===== src/rtl/serial_adder_if.sv =====
// Operand/result bundle between the operand input logic and the bit-serial adder.
interface serial_adder_if #(
    parameter int WIDTH = 8
);
    logic             i_start;
    logic             i_sub;
    logic [WIDTH-1:0] i_a;
    logic [WIDTH-1:0] i_b;
    logic             i_c;
    logic [WIDTH-1:0] o_sum;
    logic             o_carry;
    logic             o_overflow;
    logic             o_busy;
    logic             o_done;

    modport master (
        output i_start, i_sub, i_a, i_b, i_c,
        input  o_sum, o_carry, o_overflow, o_busy, o_done
    );

    modport slave (
        input  i_start, i_sub, i_a, i_b, i_c,
        output o_sum, o_carry, o_overflow, o_busy, o_done
    );
endinterface


===== src/rtl/serial_adder.sv =====
// Bit-serial adder/subtractor: one full-adder cell, LSB first, WIDTH cycles per op.
// Results load together on the final bit and are flagged by a one-cycle done strobe.
module serial_adder #(
    parameter  int WIDTH = 8,
    localparam int CNT_W = $clog2(WIDTH + 1)
) (
    input logic           i_clk,
    input logic           i_reset,
    serial_adder_if.slave bus
);
    typedef enum logic [1:0] {
        S_IDLE = 2'd0,
        S_ADD  = 2'd1,
        S_DONE = 2'd2
    } state_t;

    state_t           r_state;
    logic [WIDTH-1:0] r_a_sh;
    logic [WIDTH-1:0] r_b_sh;
    logic [WIDTH-1:0] r_sum_sh;
    logic             r_cy;
    logic [CNT_W-1:0] r_cnt;
    logic [WIDTH-1:0] r_sum;
    logic             r_carry;
    logic             r_ovf;
    logic             r_busy;
    logic             r_done;

    logic             w_s;
    logic             w_cout;
    logic             w_last;
    logic             w_accept;
    logic [WIDTH-1:0] w_sum_next;

    function automatic logic f_maj(input logic x, input logic y, input logic z);
        return (x & y) | (x & z) | (y & z);
    endfunction

    assign w_s        = r_a_sh[0] ^ r_b_sh[0] ^ r_cy;
    assign w_cout     = f_maj(r_a_sh[0], r_b_sh[0], r_cy);
    assign w_last     = (r_cnt == CNT_W'(WIDTH - 1));
    assign w_accept   = bus.i_start && (r_state == S_IDLE || r_state == S_DONE);
    assign w_sum_next = {w_s, r_sum_sh[WIDTH-1:1]};

    always_ff @(posedge i_clk or posedge i_reset) begin
        if (i_reset) begin
            r_state  <= S_IDLE;
            r_a_sh   <= '0;
            r_b_sh   <= '0;
            r_sum_sh <= '0;
            r_cy     <= 1'b0;
            r_cnt    <= '0;
            r_sum    <= '0;
            r_carry  <= 1'b0;
            r_ovf    <= 1'b0;
            r_busy   <= 1'b0;
            r_done   <= 1'b0;
        end else begin
            r_done <= 1'b0;
            case (r_state)
                S_IDLE, S_DONE: begin
                    if (w_accept) begin
                        // Subtraction is a + ~b + ~borrow, so invert B and the carry-in once here.
                        r_a_sh  <= bus.i_a;
                        r_b_sh  <= bus.i_sub ? ~bus.i_b : bus.i_b;
                        r_cy    <= bus.i_c ^ bus.i_sub;
                        r_cnt   <= '0;
                        r_busy  <= 1'b1;
                        r_state <= S_ADD;
                    end else begin
                        r_state <= S_IDLE;
                    end
                end
                S_ADD: begin
                    r_a_sh   <= {1'b0, r_a_sh[WIDTH-1:1]};
                    r_b_sh   <= {1'b0, r_b_sh[WIDTH-1:1]};
                    r_sum_sh <= w_sum_next;
                    r_cy     <= w_cout;
                    r_cnt    <= r_cnt + CNT_W'(1);
                    if (w_last) begin
                        // r_cy is the carry into the MSB on this last bit.
                        r_sum   <= w_sum_next;
                        r_carry <= w_cout;
                        r_ovf   <= r_cy ^ w_cout;
                        r_busy  <= 1'b0;
                        r_done  <= 1'b1;
                        r_state <= S_DONE;
                    end
                end
                default: begin
                    r_busy  <= 1'b0;
                    r_state <= S_IDLE;
                end
            endcase
        end
    end

    assign bus.o_sum      = r_sum;
    assign bus.o_carry    = r_carry;
    assign bus.o_overflow = r_ovf;
    assign bus.o_busy     = r_busy;
    assign bus.o_done     = r_done;
endmodule


===== src/flat_wrapper.sv =====
// flat-port wrapper written by rule: the top's interface ports become plain ports
module serial_adder_flat 
#(
    parameter  int WIDTH = 8,
    localparam int CNT_W = $clog2(WIDTH + 1)
)
  (i_clk, i_reset, bus_i_start, bus_i_sub, bus_i_a, bus_i_b, bus_i_c, bus_o_sum, bus_o_carry, bus_o_overflow, bus_o_busy, bus_o_done);
  serial_adder_if #(.WIDTH(WIDTH)) bus_i ();
  input logic i_clk;
  input logic i_reset;
  input wire logic [$bits(bus_i.i_start)-1:0] bus_i_start;
  input wire logic [$bits(bus_i.i_sub)-1:0] bus_i_sub;
  input wire logic [$bits(bus_i.i_a)-1:0] bus_i_a;
  input wire logic [$bits(bus_i.i_b)-1:0] bus_i_b;
  input wire logic [$bits(bus_i.i_c)-1:0] bus_i_c;
  output wire logic [$bits(bus_i.o_sum)-1:0] bus_o_sum;
  output wire logic [$bits(bus_i.o_carry)-1:0] bus_o_carry;
  output wire logic [$bits(bus_i.o_overflow)-1:0] bus_o_overflow;
  output wire logic [$bits(bus_i.o_busy)-1:0] bus_o_busy;
  output wire logic [$bits(bus_i.o_done)-1:0] bus_o_done;
  assign bus_i.i_start = bus_i_start;
  assign bus_i.i_sub = bus_i_sub;
  assign bus_i.i_a = bus_i_a;
  assign bus_i.i_b = bus_i_b;
  assign bus_i.i_c = bus_i_c;
  assign bus_o_sum = bus_i.o_sum;
  assign bus_o_carry = bus_i.o_carry;
  assign bus_o_overflow = bus_i.o_overflow;
  assign bus_o_busy = bus_i.o_busy;
  assign bus_o_done = bus_i.o_done;
  serial_adder #(.WIDTH(WIDTH)) u_core (.i_clk(i_clk), .i_reset(i_reset), .bus(bus_i));
endmodule

===== config.mk =====
export PLATFORM = sky130hd
export DESIGN_NAME = serial_adder_flat
export DESIGN_NICKNAME = d
export VERILOG_FILES = /design/src/rtl/serial_adder_if.sv /design/src/rtl/serial_adder.sv /design/src/flat_wrapper.sv
export SDC_FILE = /design/constraint.sdc
export NUM_CORES = 1
export LEC_CHECK = 0
export ABC_AREA = 0
export ABC_CLOCK_PERIOD_IN_PS = 1600
export CAP_MARGIN = 40
export CORE_ASPECT_RATIO = 0.75
export CORE_MARGIN = 1
export CORE_UTILIZATION = 46
export CTS_CLUSTER_DIAMETER = 30
export DETAILED_ROUTE_END_ITERATION = 8
export GPL_TIMING_DRIVEN = 0
export PLACE_DENSITY = 0.74
export SLEW_MARGIN = 40
export SYNTH_ARGS = -nofsm -noshare
export SYNTH_HDL_FRONTEND = slang
export SYNTH_SLANG_ARGS = --single-unit

===== constraint.sdc =====
create_clock -name i_clk -period 1.6 [get_ports i_clk]
set_clock_uncertainty 0.05 [all_clocks]
set_input_delay 0.4 -clock i_clk [delete_from_list [all_inputs] [get_ports i_clk]]
set_output_delay 0.4 -clock i_clk [all_outputs]
set_load 0.05 [all_outputs]

==> impl_metrics.ini <==
[logic_synthesis]
syn_inst = 132
ys_seq_elements = 42
synth_warnings = 0
syn_nets = 155
synthesis.area_um2 = 1820
yosysSeqAreaShare = 0.578
synth.distinct_cells = 26
syn_area_per_cell_um2 = 13.8

[clock_network]
root_buffer = clkbuf_8
hold_buffers = 0
cts_tree = done
insertion_delay_ns = 0.29
htreeDepth = 2
cts_buffers = 5
clk_pin_slew_worst_paths_ns = 0.07
cts.sinks = 42
clock_path_buffers = 2

[global_routing]
grt_pass1_vias = 1230
grt_pass1_wl_um = 5700
grtUsageTotal = 0.188
grt-ovfl-total = 0
grt_antenna_before_repair = 0
grt_max_degree = 26

[floorplan]
core_area_um2 = 3730
die_h_um = 56.5
ios = 33
initial_core_util = 0.487
row_count = 19
chipWidth_um = 74.6
dieArea_um2 = 4210

[pwr]
power_mw = 4.68
ir_worst_vdd_mv = 1.13
powerDensity_nw_per_um2 = 2020
total_leakage_power_nw = 1.09

[timing]
fin_crit_ns = 1.68
tightest_slew_ns = 0.570
fin_crit_sh = 1.05
setup_ws_ns = -0.0764
setup_tns_ns = -0.565
fmax_ghz = 0.597
rsz0062_at_grt = true
drv_slew = 0
finalHoldViolations = 0
relSlewSlack = 0.620
setup_viol = 9

[worst_setup_path]
cp_num_buf_inv = 1
worstSetupEndpointType = flop
rrSetupSlack_ns = -0.08
worstSetupPathType = reg2reg
crit_end = u_core.bus.o_sum[3]$_DFFE_PP0P_
critical-path-max-stage-delay_ns = 0.39
rr_startpoint = u_core.r_cnt[1]$_DFFE_PP0P_
crit_chain = ha_2 -> nand3b_1 -> nor3b_2 -> buf_6 -> mux2_2
critPathLaunch = u_core.r_cnt[1]$_DFFE_PP0P_
worstReg2RegEnd = u_core.bus.o_sum[3]$_DFFE_PP0P_
worstRegToRegCells = 5
critPathLaunchType = flop
cp_max_fo = 10
path_delay_family = flip-flops
slowest_stage = dfrtp_1
crit_required_ns = 1.73
crit_cells = 5
worstPathArrival_ns = 1.80

[placed_design]
numPortBuffers = 31
dp_hpwl_um = 2350
place.gp.congestion = 0.780
placed_area_um2 = 2220

[route]
drt_wl_total_um = 3380
vias_per_cell = 5.22
routed-via-count = 1190
drt_first_pass_iters = 6
drtIter0Drc = 42
ant_nets = 0
drc = 0
wire_per_inst_um = 14.8

[min_path]
holdCritPathClass = reg2reg

[finish]
drive_gt1_frac = 0.295
area_growth_pct = 27.0
n_antenna_cell = 0
fin_area_um2 = 2310
fin_nets = 199
fin_util = 0.619

[status]
violations = negative setup slack
status = finished with violations

[run]
timing.max_cap.violations = 0
[state kept, by name (all words and copies together) (netlist names)]
register and flops:
u_core.bus.o_sum 8, u_core.r_cnt 4, u_core.bus.o_busy 1, u_core.bus.o_carry 1, u_core.bus.o_done 1, u_core.r_b_sh 8, u_core.r_sum_sh 7, u_core.r_cy 1
u_core.r_a_sh 8, u_core.r_state 2, u_core.bus.o_overflow 1
[logic make-up (layout without fill, tap and decap cells)]
group           Yosys count  in the layout  synth area share
compound gates           27             27             0.129
xor+xnor                 10             10            0.0481
fa+ha+maj                 2              2            0.0179
buf+inv                   9             53            0.0337
flops                    42             42             0.578
mux                      20             20             0.122
simple gates             22             22            0.0715
[layout make-up]
type / count / area (um2)
fillers: 322 / 1420
flip-flops and latches: 42 / 1050
multi-input cells: 81 / 716
repair buffers: 37 / 339
clock buffers: 7 / 76.3
well taps: 52 / 65.1
plain buffers: 8 / 60.1
inverters: 1 / 3.75
[metal layers]
metal	vias up	wire, um	global-route usage
met5	-	0	0
met4	0	42	0.0566
met3	6	153	0.0754
met2	24	1590	0.273
met1	598	1600	0.259
li1	562	-	-
[where the power goes]
| part | internal [mW] | leakage [nW] | switching, mW | total, mW |
|---|---|---|---|---|
| combinational | 1.03 | 0.527 | 1.14 | 2.17 |
| sequential | 1.55 | 0.524 | 0.323 | 1.87 |
| clock | 0.300 | 0.0383 | 0.334 | 0.635 |
| total | 2.88 | 1.09 | 1.80 | 4.68 |
[metrics by stage]
stage | hold slack [ns] | setup WS (ns) | instances
floorplan | 0.386 | 0.0310 | 132
global placement | 0.399 | -0.610 | 215
detailed placement | 0.418 | -0.353 | 216
CTS | 0.435 | -0.0590 | 225
global route | 0.460 | -0.131 | 228
finish | 0.430 | -0.0764 | 228
[cell usage after synthesis (all sizes together)]
| master | n | share of area |
|---|---|---|
| nor2b | 3 | 0.014 |
| nand4 | 1 | 0.0034 |
| nand3b | 2 | 0.0083 |
| nor3b | 2 | 0.011 |
| mux2 | 18 | 0.11 |
| mux2i | 2 | 0.011 |
| a21o | 7 | 0.029 |
| nand2b | 1 | 0.0034 |
| a22o | 11 | 0.053 |
| a221o | 8 | 0.044 |
| buf | 8 | 0.032 |
| ha | 1 | 0.0069 |
| dfrtp | 42 | 0.58 |
| nand2 | 3 | 0.0062 |
| xnor2 | 8 | 0.039 |
| xor2 | 2 | 0.0096 |
| inv | 1 | 0.0021 |
| o21ai | 1 | 0.0027 |
| fa | 1 | 0.011 |
| nor2 | 10 | 0.025 |
[cells in the final DEF (no fill, tap or decap), types with 5 or more instances in the layout]
| cell | instances |
|---|---|
| clkdlybuf4s50_1 | 19 |
| buf_4 | 6 |
| dfrtp_1 | 42 |
| mux2_2 | 16 |
| a22o_1 | 11 |
| clkbuf_8 | 5 |
| nor2_1 | 9 |
| xnor2_1 | 8 |
| clkbuf_2 | 8 |
| a221o_1 | 8 |
| a21o_1 | 7 |
[worst min-delay path by stage]
stage	start	to	slack, ns	cells after the start
after CTS	u_core.r_a_sh[3]$_DFFE_PP0P_	u_core.r_a_sh[3]$_DFFE_PP0P_	0.43	1
after floorplan	u_core.r_cnt[3]$_DFFE_PP0P_	u_core.r_cnt[3]$_DFFE_PP0P_	0.39	1
after detailed placement	u_core.r_a_sh[3]$_DFFE_PP0P_	u_core.r_a_sh[3]$_DFFE_PP0P_	0.42	1
after global placement	u_core.r_cnt[3]$_DFFE_PP0P_	u_core.r_cnt[3]$_DFFE_PP0P_	0.40	1
final	u_core.r_a_sh[2]$_DFFE_PP0P_	u_core.r_a_sh[2]$_DFFE_PP0P_	0.43	1
after global routing	u_core.r_a_sh[5]$_DFFE_PP0P_	u_core.r_a_sh[5]$_DFFE_PP0P_	0.46	1
[worst register-to-register path: cells and delay by family (launching register included)]
family	cells	cell delay, ns
flip-flops	1	0.39
AND/OR/NAND/NOR	2	0.38
multiplexers	1	0.35
adder cells (fa/ha/maj)	1	0.20
buffers and inverters	1	0.19
[what timing repair did]
item	in CTS	in global routing
resized for setup	28	11
setup endpoints to repair	23	19
setup buffers	2	3
pin swaps	1	1
Power figures use the tool's default switching activity.
